File: config.mk
export PLATFORM = sky130hd
export DESIGN_NAME = ex_stage_flat
export DESIGN_NICKNAME = d
export VERILOG_FILES = /design/src/rtl/ex_stage_if.sv /design/src/rtl/ex_stage.sv /design/src/flat_wrapper.sv
export SDC_FILE = /design/constraint.sdc
export NUM_CORES = 1
export LEC_CHECK = 0
export CAP_MARGIN = 30
export CORE_MARGIN = 2
export CORE_UTILIZATION = 35
export DETAILED_ROUTE_END_ITERATION = 8
export PLACE_DENSITY_LB_ADDON = 0.05
export SETUP_SLACK_MARGIN = 0.2
export SLEW_MARGIN = 20
export SYNTH_ARGS = -nofsm -noshare
export SYNTH_HDL_FRONTEND = slang
export SYNTH_SLANG_ARGS = --single-unit
File: constraint.sdc
create_clock -name clk -period 6.5 [get_ports clk]
set_input_delay 1.3 -clock clk [delete_from_list [all_inputs] [get_ports clk]]
set_output_delay 1.3 -clock clk [all_outputs]
set_load 0.03 [all_outputs]
File: src/rtl/ex_stage_if.sv
// ID/EX to EX/MEM bundle for the execute stage.
// master drives the ID/EX side, slave is the execute stage.
interface ex_stage_if #(
    parameter int DATA_W = 32,
    parameter int RD_W   = 6
);
    logic              stall;
    logic              validIn;
    logic              RegWrtIn;
    logic              memToRegIn;
    logic              PCtoRegIn;
    logic              BranchNIn;
    logic              BranchZIn;
    logic              JumpIn;
    logic              JumpMemIn;
    logic              memReadIn;
    logic              memWriteIn;
    logic              immeIn;
    logic [1:0]        ALUopIn;
    logic [DATA_W-1:0] XrsIn;
    logic [DATA_W-1:0] XrtIn;
    logic [DATA_W-1:0] Yin;
    logic [DATA_W-1:0] PC_YIn;
    logic [RD_W-1:0]   rdIn;

    logic              validOut;
    logic              RegWrtOut;
    logic              memToRegOut;
    logic              memReadOut;
    logic              memWriteOut;
    logic              JumpMemOut;
    logic [DATA_W-1:0] resultOut;
    logic [DATA_W-1:0] addrOut;
    logic [DATA_W-1:0] storeOut;
    logic [RD_W-1:0]   rdOut;
    logic              redirect;
    logic [DATA_W-1:0] redirectPC;
    logic              flagN;
    logic              flagZ;

    modport master (
        output stall, validIn, RegWrtIn, memToRegIn, PCtoRegIn,
        output BranchNIn, BranchZIn, JumpIn, JumpMemIn,
        output memReadIn, memWriteIn, immeIn, ALUopIn,
        output XrsIn, XrtIn, Yin, PC_YIn, rdIn,
        input  validOut, RegWrtOut, memToRegOut, memReadOut,
        input  memWriteOut, JumpMemOut, resultOut, addrOut,
        input  storeOut, rdOut, redirect, redirectPC, flagN, flagZ
    );

    modport slave (
        input  stall, validIn, RegWrtIn, memToRegIn, PCtoRegIn,
        input  BranchNIn, BranchZIn, JumpIn, JumpMemIn,
        input  memReadIn, memWriteIn, immeIn, ALUopIn,
        input  XrsIn, XrtIn, Yin, PC_YIn, rdIn,
        output validOut, RegWrtOut, memToRegOut, memReadOut,
        output memWriteOut, JumpMemOut, resultOut, addrOut,
        output storeOut, rdOut, redirect, redirectPC, flagN, flagZ
    );
endinterface

File: src/rtl/ex_stage.sv
// Execute stage: ALU, N/Z flags, branch resolve and post-redirect squash.
// All state advances on the falling clock edge.
module ex_stage #(
    parameter int DATA_W       = 32,
    parameter int RD_W         = 6,
    parameter int SQUASH_DEPTH = 2
) (
    input logic      clk,
    input logic      rst_n,
    ex_stage_if.slave ex
);
    localparam int CW = $clog2(SQUASH_DEPTH + 1);

    logic [CW-1:0]     sq_cnt;
    logic [DATA_W-1:0] opb;
    logic [DATA_W-1:0] alu;
    logic [DATA_W-1:0] res;
    logic              go;
    logic              eff;
    logic              sqsh;
    logic              taken;
    logic              fupd;

    always_comb begin
        opb = ex.immeIn ? ex.Yin : ex.XrtIn;
        alu = '0;
        unique case (ex.ALUopIn)
            2'b00: alu = ex.XrsIn + opb;
            2'b01: alu = ex.XrsIn + ex.Yin;
            2'b10: alu = '0 - ex.XrsIn;
            2'b11: alu = ex.XrsIn - opb;
        endcase
        res = ex.PCtoRegIn ? ex.PC_YIn : alu;
    end

    assign go    = ex.validIn & ~ex.stall;
    assign eff   = go & (sq_cnt == '0);
    assign sqsh  = go & (sq_cnt != '0);
    // Flags used here are the ones registered before this edge
    assign taken = eff & (ex.JumpIn
                        | (ex.BranchZIn & ex.flagZ)
                        | (ex.BranchNIn & ex.flagN));
    assign fupd  = eff & ex.RegWrtIn & ~ex.memToRegIn & ~ex.PCtoRegIn;

    always_ff @(negedge clk or negedge rst_n) begin
        if (!rst_n) begin
            ex.validOut    <= 1'b0;
            ex.RegWrtOut   <= 1'b0;
            ex.memToRegOut <= 1'b0;
            ex.memReadOut  <= 1'b0;
            ex.memWriteOut <= 1'b0;
            ex.JumpMemOut  <= 1'b0;
            ex.resultOut   <= '0;
            ex.addrOut     <= '0;
            ex.storeOut    <= '0;
            ex.rdOut       <= '0;
            ex.redirect    <= 1'b0;
            ex.redirectPC  <= '0;
            ex.flagN       <= 1'b0;
            ex.flagZ       <= 1'b0;
            sq_cnt         <= '0;
        end else if (ex.stall) begin
            ex.redirect <= 1'b0;
        end else begin
            ex.validOut    <= eff;
            ex.RegWrtOut   <= eff & ex.RegWrtIn;
            ex.memToRegOut <= eff & ex.memToRegIn;
            ex.memReadOut  <= eff & ex.memReadIn;
            ex.memWriteOut <= eff & ex.memWriteIn;
            ex.JumpMemOut  <= eff & ex.JumpMemIn;
            ex.resultOut   <= eff ? res : '0;
            ex.addrOut     <= eff ? ex.XrsIn : '0;
            ex.storeOut    <= eff ? ex.XrtIn : '0;
            ex.rdOut       <= eff ? ex.rdIn : '0;
            ex.redirect    <= taken;
            ex.redirectPC  <= taken ? ex.XrsIn : '0;
            if (fupd) begin
                ex.flagN <= res[DATA_W-1];
                ex.flagZ <= (res == '0);
            end
            if (taken)
                sq_cnt <= CW'(SQUASH_DEPTH);
            else if (sqsh)
                sq_cnt <= sq_cnt - CW'(1);
        end
    end
endmodule

File: src/flat_wrapper.sv
// flat-port wrapper written by rule: the top's interface ports become plain ports
module ex_stage_flat 
#(
    parameter int DATA_W       = 32,
    parameter int RD_W         = 6,
    parameter int SQUASH_DEPTH = 2
)
  (clk, rst_n, ex_stall, ex_validIn, ex_RegWrtIn, ex_memToRegIn, ex_PCtoRegIn, ex_BranchNIn, ex_BranchZIn, ex_JumpIn, ex_JumpMemIn, ex_memReadIn, ex_memWriteIn, ex_immeIn, ex_ALUopIn, ex_XrsIn, ex_XrtIn, ex_Yin, ex_PC_YIn, ex_rdIn, ex_validOut, ex_RegWrtOut, ex_memToRegOut, ex_memReadOut, ex_memWriteOut, ex_JumpMemOut, ex_resultOut, ex_addrOut, ex_storeOut, ex_rdOut, ex_redirect, ex_redirectPC, ex_flagN, ex_flagZ);
  ex_stage_if #(.DATA_W(DATA_W), .RD_W(RD_W)) ex_i ();
  input logic clk;
  input logic rst_n;
  input wire logic [$bits(ex_i.stall)-1:0] ex_stall;
  input wire logic [$bits(ex_i.validIn)-1:0] ex_validIn;
  input wire logic [$bits(ex_i.RegWrtIn)-1:0] ex_RegWrtIn;
  input wire logic [$bits(ex_i.memToRegIn)-1:0] ex_memToRegIn;
  input wire logic [$bits(ex_i.PCtoRegIn)-1:0] ex_PCtoRegIn;
  input wire logic [$bits(ex_i.BranchNIn)-1:0] ex_BranchNIn;
  input wire logic [$bits(ex_i.BranchZIn)-1:0] ex_BranchZIn;
  input wire logic [$bits(ex_i.JumpIn)-1:0] ex_JumpIn;
  input wire logic [$bits(ex_i.JumpMemIn)-1:0] ex_JumpMemIn;
  input wire logic [$bits(ex_i.memReadIn)-1:0] ex_memReadIn;
  input wire logic [$bits(ex_i.memWriteIn)-1:0] ex_memWriteIn;
  input wire logic [$bits(ex_i.immeIn)-1:0] ex_immeIn;
  input wire logic [$bits(ex_i.ALUopIn)-1:0] ex_ALUopIn;
  input wire logic [$bits(ex_i.XrsIn)-1:0] ex_XrsIn;
  input wire logic [$bits(ex_i.XrtIn)-1:0] ex_XrtIn;
  input wire logic [$bits(ex_i.Yin)-1:0] ex_Yin;
  input wire logic [$bits(ex_i.PC_YIn)-1:0] ex_PC_YIn;
  input wire logic [$bits(ex_i.rdIn)-1:0] ex_rdIn;
  output wire logic [$bits(ex_i.validOut)-1:0] ex_validOut;
  output wire logic [$bits(ex_i.RegWrtOut)-1:0] ex_RegWrtOut;
  output wire logic [$bits(ex_i.memToRegOut)-1:0] ex_memToRegOut;
  output wire logic [$bits(ex_i.memReadOut)-1:0] ex_memReadOut;
  output wire logic [$bits(ex_i.memWriteOut)-1:0] ex_memWriteOut;
  output wire logic [$bits(ex_i.JumpMemOut)-1:0] ex_JumpMemOut;
  output wire logic [$bits(ex_i.resultOut)-1:0] ex_resultOut;
  output wire logic [$bits(ex_i.addrOut)-1:0] ex_addrOut;
  output wire logic [$bits(ex_i.storeOut)-1:0] ex_storeOut;
  output wire logic [$bits(ex_i.rdOut)-1:0] ex_rdOut;
  output wire logic [$bits(ex_i.redirect)-1:0] ex_redirect;
  output wire logic [$bits(ex_i.redirectPC)-1:0] ex_redirectPC;
  output wire logic [$bits(ex_i.flagN)-1:0] ex_flagN;
  output wire logic [$bits(ex_i.flagZ)-1:0] ex_flagZ;
  assign ex_i.stall = ex_stall;
  assign ex_i.validIn = ex_validIn;
  assign ex_i.RegWrtIn = ex_RegWrtIn;
  assign ex_i.memToRegIn = ex_memToRegIn;
  assign ex_i.PCtoRegIn = ex_PCtoRegIn;
  assign ex_i.BranchNIn = ex_BranchNIn;
  assign ex_i.BranchZIn = ex_BranchZIn;
  assign ex_i.JumpIn = ex_JumpIn;
  assign ex_i.JumpMemIn = ex_JumpMemIn;
  assign ex_i.memReadIn = ex_memReadIn;
  assign ex_i.memWriteIn = ex_memWriteIn;
  assign ex_i.immeIn = ex_immeIn;
  assign ex_i.ALUopIn = ex_ALUopIn;
  assign ex_i.XrsIn = ex_XrsIn;
  assign ex_i.XrtIn = ex_XrtIn;
  assign ex_i.Yin = ex_Yin;
  assign ex_i.PC_YIn = ex_PC_YIn;
  assign ex_i.rdIn = ex_rdIn;
  assign ex_validOut = ex_i.validOut;
  assign ex_RegWrtOut = ex_i.RegWrtOut;
  assign ex_memToRegOut = ex_i.memToRegOut;
  assign ex_memReadOut = ex_i.memReadOut;
  assign ex_memWriteOut = ex_i.memWriteOut;
  assign ex_JumpMemOut = ex_i.JumpMemOut;
  assign ex_resultOut = ex_i.resultOut;
  assign ex_addrOut = ex_i.addrOut;
  assign ex_storeOut = ex_i.storeOut;
  assign ex_rdOut = ex_i.rdOut;
  assign ex_redirect = ex_i.redirect;
  assign ex_redirectPC = ex_i.redirectPC;
  assign ex_flagN = ex_i.flagN;
  assign ex_flagZ = ex_i.flagZ;
  ex_stage #(.DATA_W(DATA_W), .RD_W(RD_W), .SQUASH_DEPTH(SQUASH_DEPTH)) u_core (.clk(clk), .rst_n(rst_n), .ex(ex_i));
endmodule
# --- Word-level counts from Yosys, hierarchy flattened ---
# Index checks and enable logic that the tools add are counted.
totals:
  regBits: 145
  latchBits: 0
  ram_bits: 0
  rom_bits: 0
  in_bits: 150
  output_inout_bits: 143
  mem_count: 0
classes:
  n_addsub: 5
  n_mul: 0
  div: 0
  order_cmp: 0
  eq_ne: 3
  shifts: 0
  n_mux: 11
  bitwise_logic: 18
  n_reduce_logical: 7
ops:
  columns: ["operator", "n"]
  rows:
  - ["32-bit two-way mux", 6]
  - ["32-bit one-hot mux with 4 select lines", 1]
  - ["32-bit adder", 2]
  - ["32-bit zero test", 1]
  - ["1-bit by 32-bit subtractor with 32-bit output, first input constant", 1]
  - ["32-bit subtractor", 1]
  - ["1-bit AND", 13]
  - ["6-bit two-way mux", 1]
  - ["2-bit equality test, second input constant", 2]
  - ["2-bit zero test", 2]
  - ["2-bit two-way mux", 2]
  - ["2-bit AND reduction", 2]
  - ["2-bit nonzero test", 2]
  - ["1-bit NOT", 3]
  - ["2-bit by 1-bit equality test with 1-bit output, second input constant", 1]
  - ["1-bit bitwise OR", 2]
  - ["2-bit by 1-bit subtractor with 2-bit output, second input constant", 1]
  - ["1-bit two-way mux", 1]

# --- Depth between registers and ports, before layout ---
# Gate-level depths: netlist of the first run.
logic_depth:
  ltp_word: 7
  mapped_depth: 26
  mapped_depth_nobuf: 23

==> results.md, run 1 <==
- GR peak layer: met2
- Met2 Use GR: 0.4448
- I/O Pins: 293
- Most common cell in the synthesized netlist: dfrtn_1
- Crit Path Max Fanout: 4
- CP Launch Type: input port
- VDD IR max: 0.2092 mV
- Hold depth: 2
- RD Place Congestion: 0.9026
- Hold Slack: 0.4248 ns
- Number of synthesized flops with an enable pin: 0
- Row cnt: 63
- Via count: 12340
- Syn Inst Count: 1217
- Worst Clk Skew: 0.006164 ns
- Grt met3 use: 0.05136
- Port bufs: 292
- Worst slew pin tran: 0.8308 ns
- Failing checks: negative setup slack
- Pin count of the biggest net entering global routing: 73
- Main area contributors after synthesis: dfrtn_1 (34%), a22o_1 (9.3%), xnor2_1 (5.0%)
- Cell Area, Placed: 16860 sq um
- Post-Layout Cell Count: 2328
- Fin nets: 2113
- Hold_buf cts: 0
- Max clock buf depth: 2
- Global-route wire length before repair: 68630 microns
- Root Buffer: clkbuf_16
- Synth Net Count: 1403
- CP required: 3.67 ns
- Die footprint: 31680 sq um
- Syn_area_per_cell: 8.706 sq um
- Mapped cell area: 10600 sq um
- Design area: 19740 sq um
- Dpl hpwl: 34010 microns
- Core Util, Final: 0.6641
- P per Cell Area: 226.0 nW/um^2
- Setup WS pre-CTS: -3.524 ns
- Post-DRT Antenna Nets: 0
- Setup Viol. Count Final: 32
- Hold crit path type: flip-flop to flip-flop
- CTS tree: yes
- Final routed DRC violation total: 0
- Leakage: 8.563 nW
- Die Wd: 178.0 microns
- Drt pass-1 iters: 6
- Yosys top cell area share: 0.3425
- Clock sink total: 145
- Grt ovf: 0
- Initial antenna violation count: 1
- Worst path arrival time: 6.11 ns
- Layout cell share with drive strength beyond 1: 0.4056
- Core area: 29720 sq um
- Final wirelength: 45100 microns
- Setup CP Type: input port to flip-flop
- Max-slew headroom: 0.4461
- Primary FF master, synth: dfrtn_1
- Die Ht: 178.0 microns
- Cell taking the most area after synthesis: dfrtn_1
- Initial DRC Count: 731
- Synth cell count leaders: dfrtn_1 (145), nand2_1 (128), a22o_1 (113), o21ai_0 (91)
- Reg clk slew, reported paths: 0.05 ns
- H-tree levels: 4
- Total track usage: 0.2807
- Cell variety after synth: 79
- Hold Fails Final Rpt: 0
- Setup crit end kind: flip-flop
- Worst-skew pair later-pin latency: 0.42 ns
- Outcome: complete, but fails checks
- Post-synthesis async set-or-reset flop share: 1.000
- Total power: 4.460 mW
- Worst setup margin: -2.436 ns
- Synth-to-Final Area Change: 86.27%
- Inserted Diodes: 0
- Reg2reg path depth: 11
- Seq/Total Area, Yosys: 0.3425
- Placed insts: 2210
- Fill count: 2445
- Setup TNS: -46.76 ns
- Vias in the first global route: 12480
- Initial Util: 0.3565
- Max Slew Vio Count: 0
- Max Cap Viol: 0
- Synth Warn #: 0
- RSZ-0062 raised after global routing: yes
- Wirelength per Cell: 19.37 microns
- TritonCTS buffer count: 17
- M1 GR Usage: 0.3873
- Via-per-instance ratio: 5.300
- Yosys reg bits: 145
-- cell type report --
type                            count  area (sq um)  share of cell area
Tap cell                          390         488.0             0.02473
Clock buffer                       18         429.2             0.02175
Inverter                           21         78.83            0.003994
Timing Repair Buffer              776          6809              0.3450
Sequential cell                   145          3628              0.1839
Multi-Input combinational cell    966          8118              0.4113
Clock inverter                     12         183.9            0.009320
-- power breakdown --
| group | internal (mW) | total, mW | switching (mW) |
|---|---|---|---|
| clock network | 0.640 | 1.07 | 0.425 |
| registers | 1.08 | 1.17 | 0.0946 |
| logic | 1.09 | 2.22 | 1.14 |
-- critical path: stages --
cell,delay (ns)
clkdlybuf4s15_1,0.20
nor3_2,0.25
o22ai_2,0.15
or3_4,0.41
buf_6,0.13
or2_4,0.24
or3_4,0.33
a21oi_2,0.14
a21oi_2,0.05
o21ai_2,0.20
ha_4,0.25
a21oi_4,0.15
o21ai_2,0.08
a211oi_2,0.30
nor4b_4,0.29
o31a_1,0.25
buf_4,0.15
o31ai_4,0.05
xnor2_1,0.15
buf_4,0.16
o221ai_2,0.09
or4b_1,0.54
o31ai_1,0.24
-- layer usage --
layer | routed length (microns) | vias to the layer above | share of wire
li1 | - | 5967 | -
met1 | 20740 | 5930 | 0.46
met2 | 20700 | 383 | 0.46
met3 | 2704 | 56 | 0.060
met4 | 928 | 2 | 0.021
met5 | 16 | - | 0.00035
-- worst paths after layout --
check / from / end / slack [ns]
worst max-delay path: ex_XrtIn[3] / u_core.ex.flagZ$_DFFE_NN0P_ / -2.44
worst min-delay path: u_core.sq_cnt[1]$_DFFE_NN0P_ / u_core.sq_cnt[1]$_DFFE_NN0P_ / 0.42
worst max register to register: u_core.sq_cnt[0]$_DFFE_NN0P_ / u_core.ex.flagZ$_DFFE_NN0P_ / 3.91
worst min register to register: u_core.sq_cnt[1]$_DFFE_NN0P_ / u_core.sq_cnt[1]$_DFFE_NN0P_ / 0.42
max in group asynchronous: rst_n / u_core.ex.rdOut[1]$_DFFE_NN0N_ / 1.87
min in group asynchronous: rst_n / u_core.sq_cnt[0]$_DFFE_NN0P_ / 3.95
-- cell usage in the layout, fill, tap and decap left out, drive strengths merged, types with 8 or more instances in the layout --
cell type,instances
buf,494
clkdlybuf4s50,266
dfrtn,145
nand2,129
a22o,115
o21ai,92
nor2,76
xnor2,60
a21oi,60
nor3,51
xor2,38
ha,35
mux2i,30
o211ai,23
inv,23
clkbuf,21
or3,19
a211oi,18
nand3,16
nor4,16
a21o,14
nand2b,14
nand4,12
o21a,11
mux2,11
nor2b,9
nor3b,9
o31ai,8
-- timing repair --
| item | CTS | global route |
|---|---|---|
| pin swaps | 129 | 101 |
| setup endpoints to repair | 33 | 32 |
| gates resized for setup | 302 | 104 |
| gates cloned | 1 | 0 |
| buffers inserted | 63 | 24 |
| hold endpoints to repair | 0 | 0 |
-- registers in the layout (all words and copies together), names as in the netlist, 2 cells and up --
signal,cells
u_core.ex.rdOut,6
u_core.ex.addrOut,32
u_core.ex.storeOut,32
u_core.sq_cnt,2
u_core.ex.redirectPC,32
u_core.ex.resultOut,32
-- logic make-up (layout without fill, tap and decap cells) --
kind of cell,count (synthesis),in the layout,synth area share
AOI/OAI and AO/OA,406,406,0.2706
xor gates and xnor gates,98,98,0.08101
adders and majority gates,36,36,0.04322
buffers and inverters,106,827,0.03767
DFF,145,145,0.3425
muxes,41,41,0.04003
and+or+nand+nor,385,385,0.1851
(Power assumes the default switching activity.)
==> run 2, diff against run 1 <==
==> constraint.sdc (replaced) <==
create_clock -name clk -period 6.5 [get_ports clk]
set_input_delay 1.3 -clock clk [delete_from_list [all_inputs] [get_ports clk]]
set_output_delay 1.3 -clock clk [all_outputs]
set_load 0.005 [all_outputs]
==> results of run 2 <==
The final DEF is identical to that of run 1. Status: complete, but fails checks: negative setup slack.
Main changes from that run: total power 4.460 mW -> 4.159 mW; worst IR drop on VDD 0.2092 mV -> 0.2089 mV
==> run 3, diff against run 2 <==
- CELL_PAD_IN_SITES_DETAIL_PLACEMENT: default -> 1
- CELL_PAD_IN_SITES_GLOBAL_PLACEMENT: default -> 1
==> run 3 against run 2 <==
The flow still finishes with violations (negative setup slack). Clock skew up 0.010 ns. Combinational power up 16%. Die area unchanged. Critical path type unchanged. Largest cell class unchanged. Largest power group unchanged. Highest routed layer unchanged.
==> results.md, run 3 (synthesized netlist as in run 1, its figures left out) <==
- Outcome: complete, but fails checks (unchanged)
- Failing checks: negative setup slack (unchanged)
- Fin nets: 2121 (was 2113)
- Fill count: 3183 (was 2445)
- Max Slew Vio Count: 0 (unchanged)
- Global-route wire length before repair: 82130 microns (was 68630 microns)
- Hold crit path type: flip-flop to flip-flop (unchanged)
- Worst path arrival time: 6.42 ns (was 6.11 ns)
- Hold depth: 2 (unchanged)
- Wirelength per Cell: 29.65 microns (was 19.37 microns)
- NetSw: 1.654 mW (was 1.357 mW)
- Worst slew pin tran: 0.6756 ns (was 0.8308 ns)
- Hold Slack: 0.4451 ns (was 0.4248 ns)
- Clock sink total: 145 (unchanged)
- Port bufs: 292 (unchanged)
- CP Launch Type: input port (unchanged)
- Clk network pwr share: 0.228 (was 0.256)
- Via-per-instance ratio: 6.243 (was 5.300)
- Pin count of the biggest net entering global routing: 90 (was 73)
- Post-DRT Antenna Nets: 0 (unchanged)
- Layout cell share with drive strength beyond 1: 0.4379 (was 0.4056)
- Row cnt: 63 (unchanged)
- Setup CP Type: input port to flip-flop (unchanged)
- P per Cell Area: 217.7 nW/um^2 (was 210.7 nW/um^2)
- Switching portion of total power: 0.3738 (was 0.3262)
- Dpl hpwl: 38270 microns (was 34010 microns)
- Root Buffer: clkbuf_16 (unchanged)
- Setup WS pre-CTS: -3.406 ns (was -3.524 ns)
- Reg2reg path depth: 11 (unchanged)
- Reg clk slew, reported paths: 0.05 ns (about the same)
- H-tree levels: 4 (unchanged)
- Logic pwr share: 0.502 (was 0.462)
- Die footprint: 31680 sq um (unchanged)
- Post-Layout Cell Count: 2342 (was 2328)
- Max-slew headroom: 0.5496 (was 0.4461)
- Hold Fails Final Rpt: 0 (unchanged)
- RD Place Congestion: 0.9128 (was 0.9026)
- Initial Util: 0.3565 (unchanged)
- Worst Clk Skew: 0.01624 ns (was 0.006164 ns)
- I/O Pins: 293 (unchanged)
- VDD IR max: 0.2190 mV (was 0.2089 mV)
- Max clock buf depth: 2 (unchanged)
- Core area: 29720 sq um (unchanged)
- CTS tree: yes (unchanged)
- Placed insts: 2207 (was 2210)
- CP cell instances: buf_6 -> inv_2 -> ha_4 -> nand2b_4 -> or4b_4 -> buf_12 -> nor2_4 -> buf_4 -> nand2_1 -> xnor2_1 -> o211ai_1 -> o21ai_1 -> ha_2 -> buf_6 -> nand2_1 -> o211ai_1 -> a41oi_2 -> a31oi_4 -> buf_6 -> a41oi_2 -> o221ai_2 -> nand4_1 -> or4b_1 -> o31ai_1 (was clkdlybuf4s15_1 -> nor3_2 -> o22ai_2 -> or3_4 -> buf_6 -> or2_4 -> or3_4 -> a21oi_2 -> a21oi_2 -> o21ai_2 -> ha_4 -> a21oi_4 -> o21ai_2 -> a211oi_2 -> nor4b_4 -> o31a_1 -> buf_4 -> o31ai_4 -> xnor2_1 -> buf_4 -> o221ai_2 -> or4b_1 -> o31ai_1)
- Synth-to-Final Area Change: 91.91% (was 86.27%)
- Total track usage: 0.3413 (was 0.2807)
- Die Wd: 178.0 microns (unchanged)
- Initial antenna violation count: 3 (was 1)
- Worst-skew pair later-pin latency: 0.44 ns (was 0.42 ns)
- Crit Path Max Fanout: 5 (was 4)
- Most used cell along the critical path: buf_6
- Max Cap Viol: 0 (unchanged)
- Slowest cell on the critical path: or4b_4 (was or4b_1)
- Final wirelength: 69450 microns (was 45100 microns)
- Via count: 14620 (was 12340)
- Vias in the first global route: 14080 (was 12480)
- Final routed DRC violation total: 0 (unchanged)
- Share of power burned in registers: 0.270 (was 0.282)
- TritonCTS buffer count: 17 (unchanged)
- Grt ovf: 0 (unchanged)
- Worst setup margin: -2.748 ns (was -2.436 ns)
- Leakage: 8.735 nW (was 8.563 nW)
- Drt pass-1 iters: 5 (was 6)
- Internal: 2.772 mW (was 2.802 mW)
- Setup Viol. Count Final: 32 (unchanged)
- Total power: 4.426 mW (was 4.159 mW)
- Die Ht: 178.0 microns (unchanged)
- Most common cell after layout, fill and taps aside: buf_4 (unchanged)
- Commonest cells after routing, fill and taps aside: buf_4 (414), clkdlybuf4s50_1 (261), dfrtn_1 (145) (was buf_4 (432), clkdlybuf4s50_1 (266), dfrtn_1 (145))
- Hold_buf cts: 0 (unchanged)
- RSZ-0062 raised after global routing: yes (unchanged)
- CP required: 3.67 ns (about the same)
- Setup crit end kind: flip-flop (unchanged)
- Slowest stage delay, CP: 0.55 ns (was 0.54 ns)
- Initial DRC Count: 1496 (was 731)
[run 3: changes by cell type in the layout (fill, tap and decap cells not counted), sizes merged]
cell | before | now
clkdlybuf4s15 | 6 | 3
diode | 0 | 4
clkdlybuf4s50 | 266 | 261
dlygate4sd2 | 6 | 9
clkbuf | 21 | 26
buf | 494 | 505
bufinv | 4 | 1
clkinvlp | 4 | 2
clkinv | 2 | 6
[run 3: layer usage]
layer | global-route usage | vias to the layer above | routed length (microns)
met5 | 0 | - | 16
li1 | - | 5972 | -
met2 | 0.5751 | 1022 | 33390
met4 | 0.1428 | 2 | 5124
met3 | 0.06458 | 392 | 5495
met1 | 0.4275 | 7232 | 25420
[run 3: critical path: cells and delay by family]
family                     cells  cell delay [ns]
AOI/OAI and AO/OA              8             1.90
xor gates and xnor gates       1             0.14
adders and majority gates      2             0.64
buffers and inverters          6             0.80
and+or+nand+nor                7             1.61
[run 3: power groups by stage]
stage | logic [mW] | registers, mW | clock network, mW
6_report | 2.22 | 1.20 | 1.01
5_1_grt | 2.30 | 1.21 | 1.05
4_1_cts | 1.86 | 1.18 | 0.996
3_5_place_dp | 1.60 | 1.19 | 0
3_3_place_gp | 1.56 | 1.18 | 0
2_1_floorplan | 0.619 | 1.19 | 0
[run 3: worst paths after layout]
check                                                        start                              endpoint  slack (ns)
worst max-delay path                                     ex_Yin[1]           u_core.ex.flagZ$_DFFE_NN0P_       -2.75
worst min-delay path            u_core.ex.resultOut[9]$_DFFE_NN0N_    u_core.ex.resultOut[9]$_DFFE_NN0N_        0.45
worst max register to register        u_core.sq_cnt[0]$_DFFE_NN0P_           u_core.ex.flagZ$_DFFE_NN0P_        3.83
worst min register to register  u_core.ex.resultOut[9]$_DFFE_NN0N_    u_core.ex.resultOut[9]$_DFFE_NN0N_        0.45
max in group asynchronous                                    rst_n    u_core.ex.storeOut[22]$_DFFE_NN0N_        1.84
min in group asynchronous                                    rst_n  u_core.ex.redirectPC[15]$_DFFE_NN0N_        3.90
[run 3: cell type report]
cell class              count  area [sq um]  share of cell area
diodes                      4         10.01           0.0004923
clock buffers              21         460.4             0.02264
clock inverters            11         103.9            0.005107
inverters                  21         78.83            0.003877
multi-input cells         966          8613              0.4236
flip-flops and latches    145          3628              0.1785
well taps                 390         488.0             0.02400
repair buffers            784          6950              0.3418
[run 3: stage by stage]
step | area (sq um) | utilization | setup TNS (ns)
2_1_floorplan | 10840 | - | -51.89
3_3_place_gp | 16830 | 0.5665 | -73.32
3_5_place_dp | 16830 | 0.5665 | -76.98
4_1_cts | 19070 | 0.6417 | -44.89
5_1_grt | 20330 | 0.6841 | -57.67
6_report | 20330 | 0.6842 | -55.76
[run 3: repair_timing]
item	in CTS	in global routing
setup buffers	64	34
pin swaps	142	109
resized for setup	333	207
setup endpoints to repair	33	32
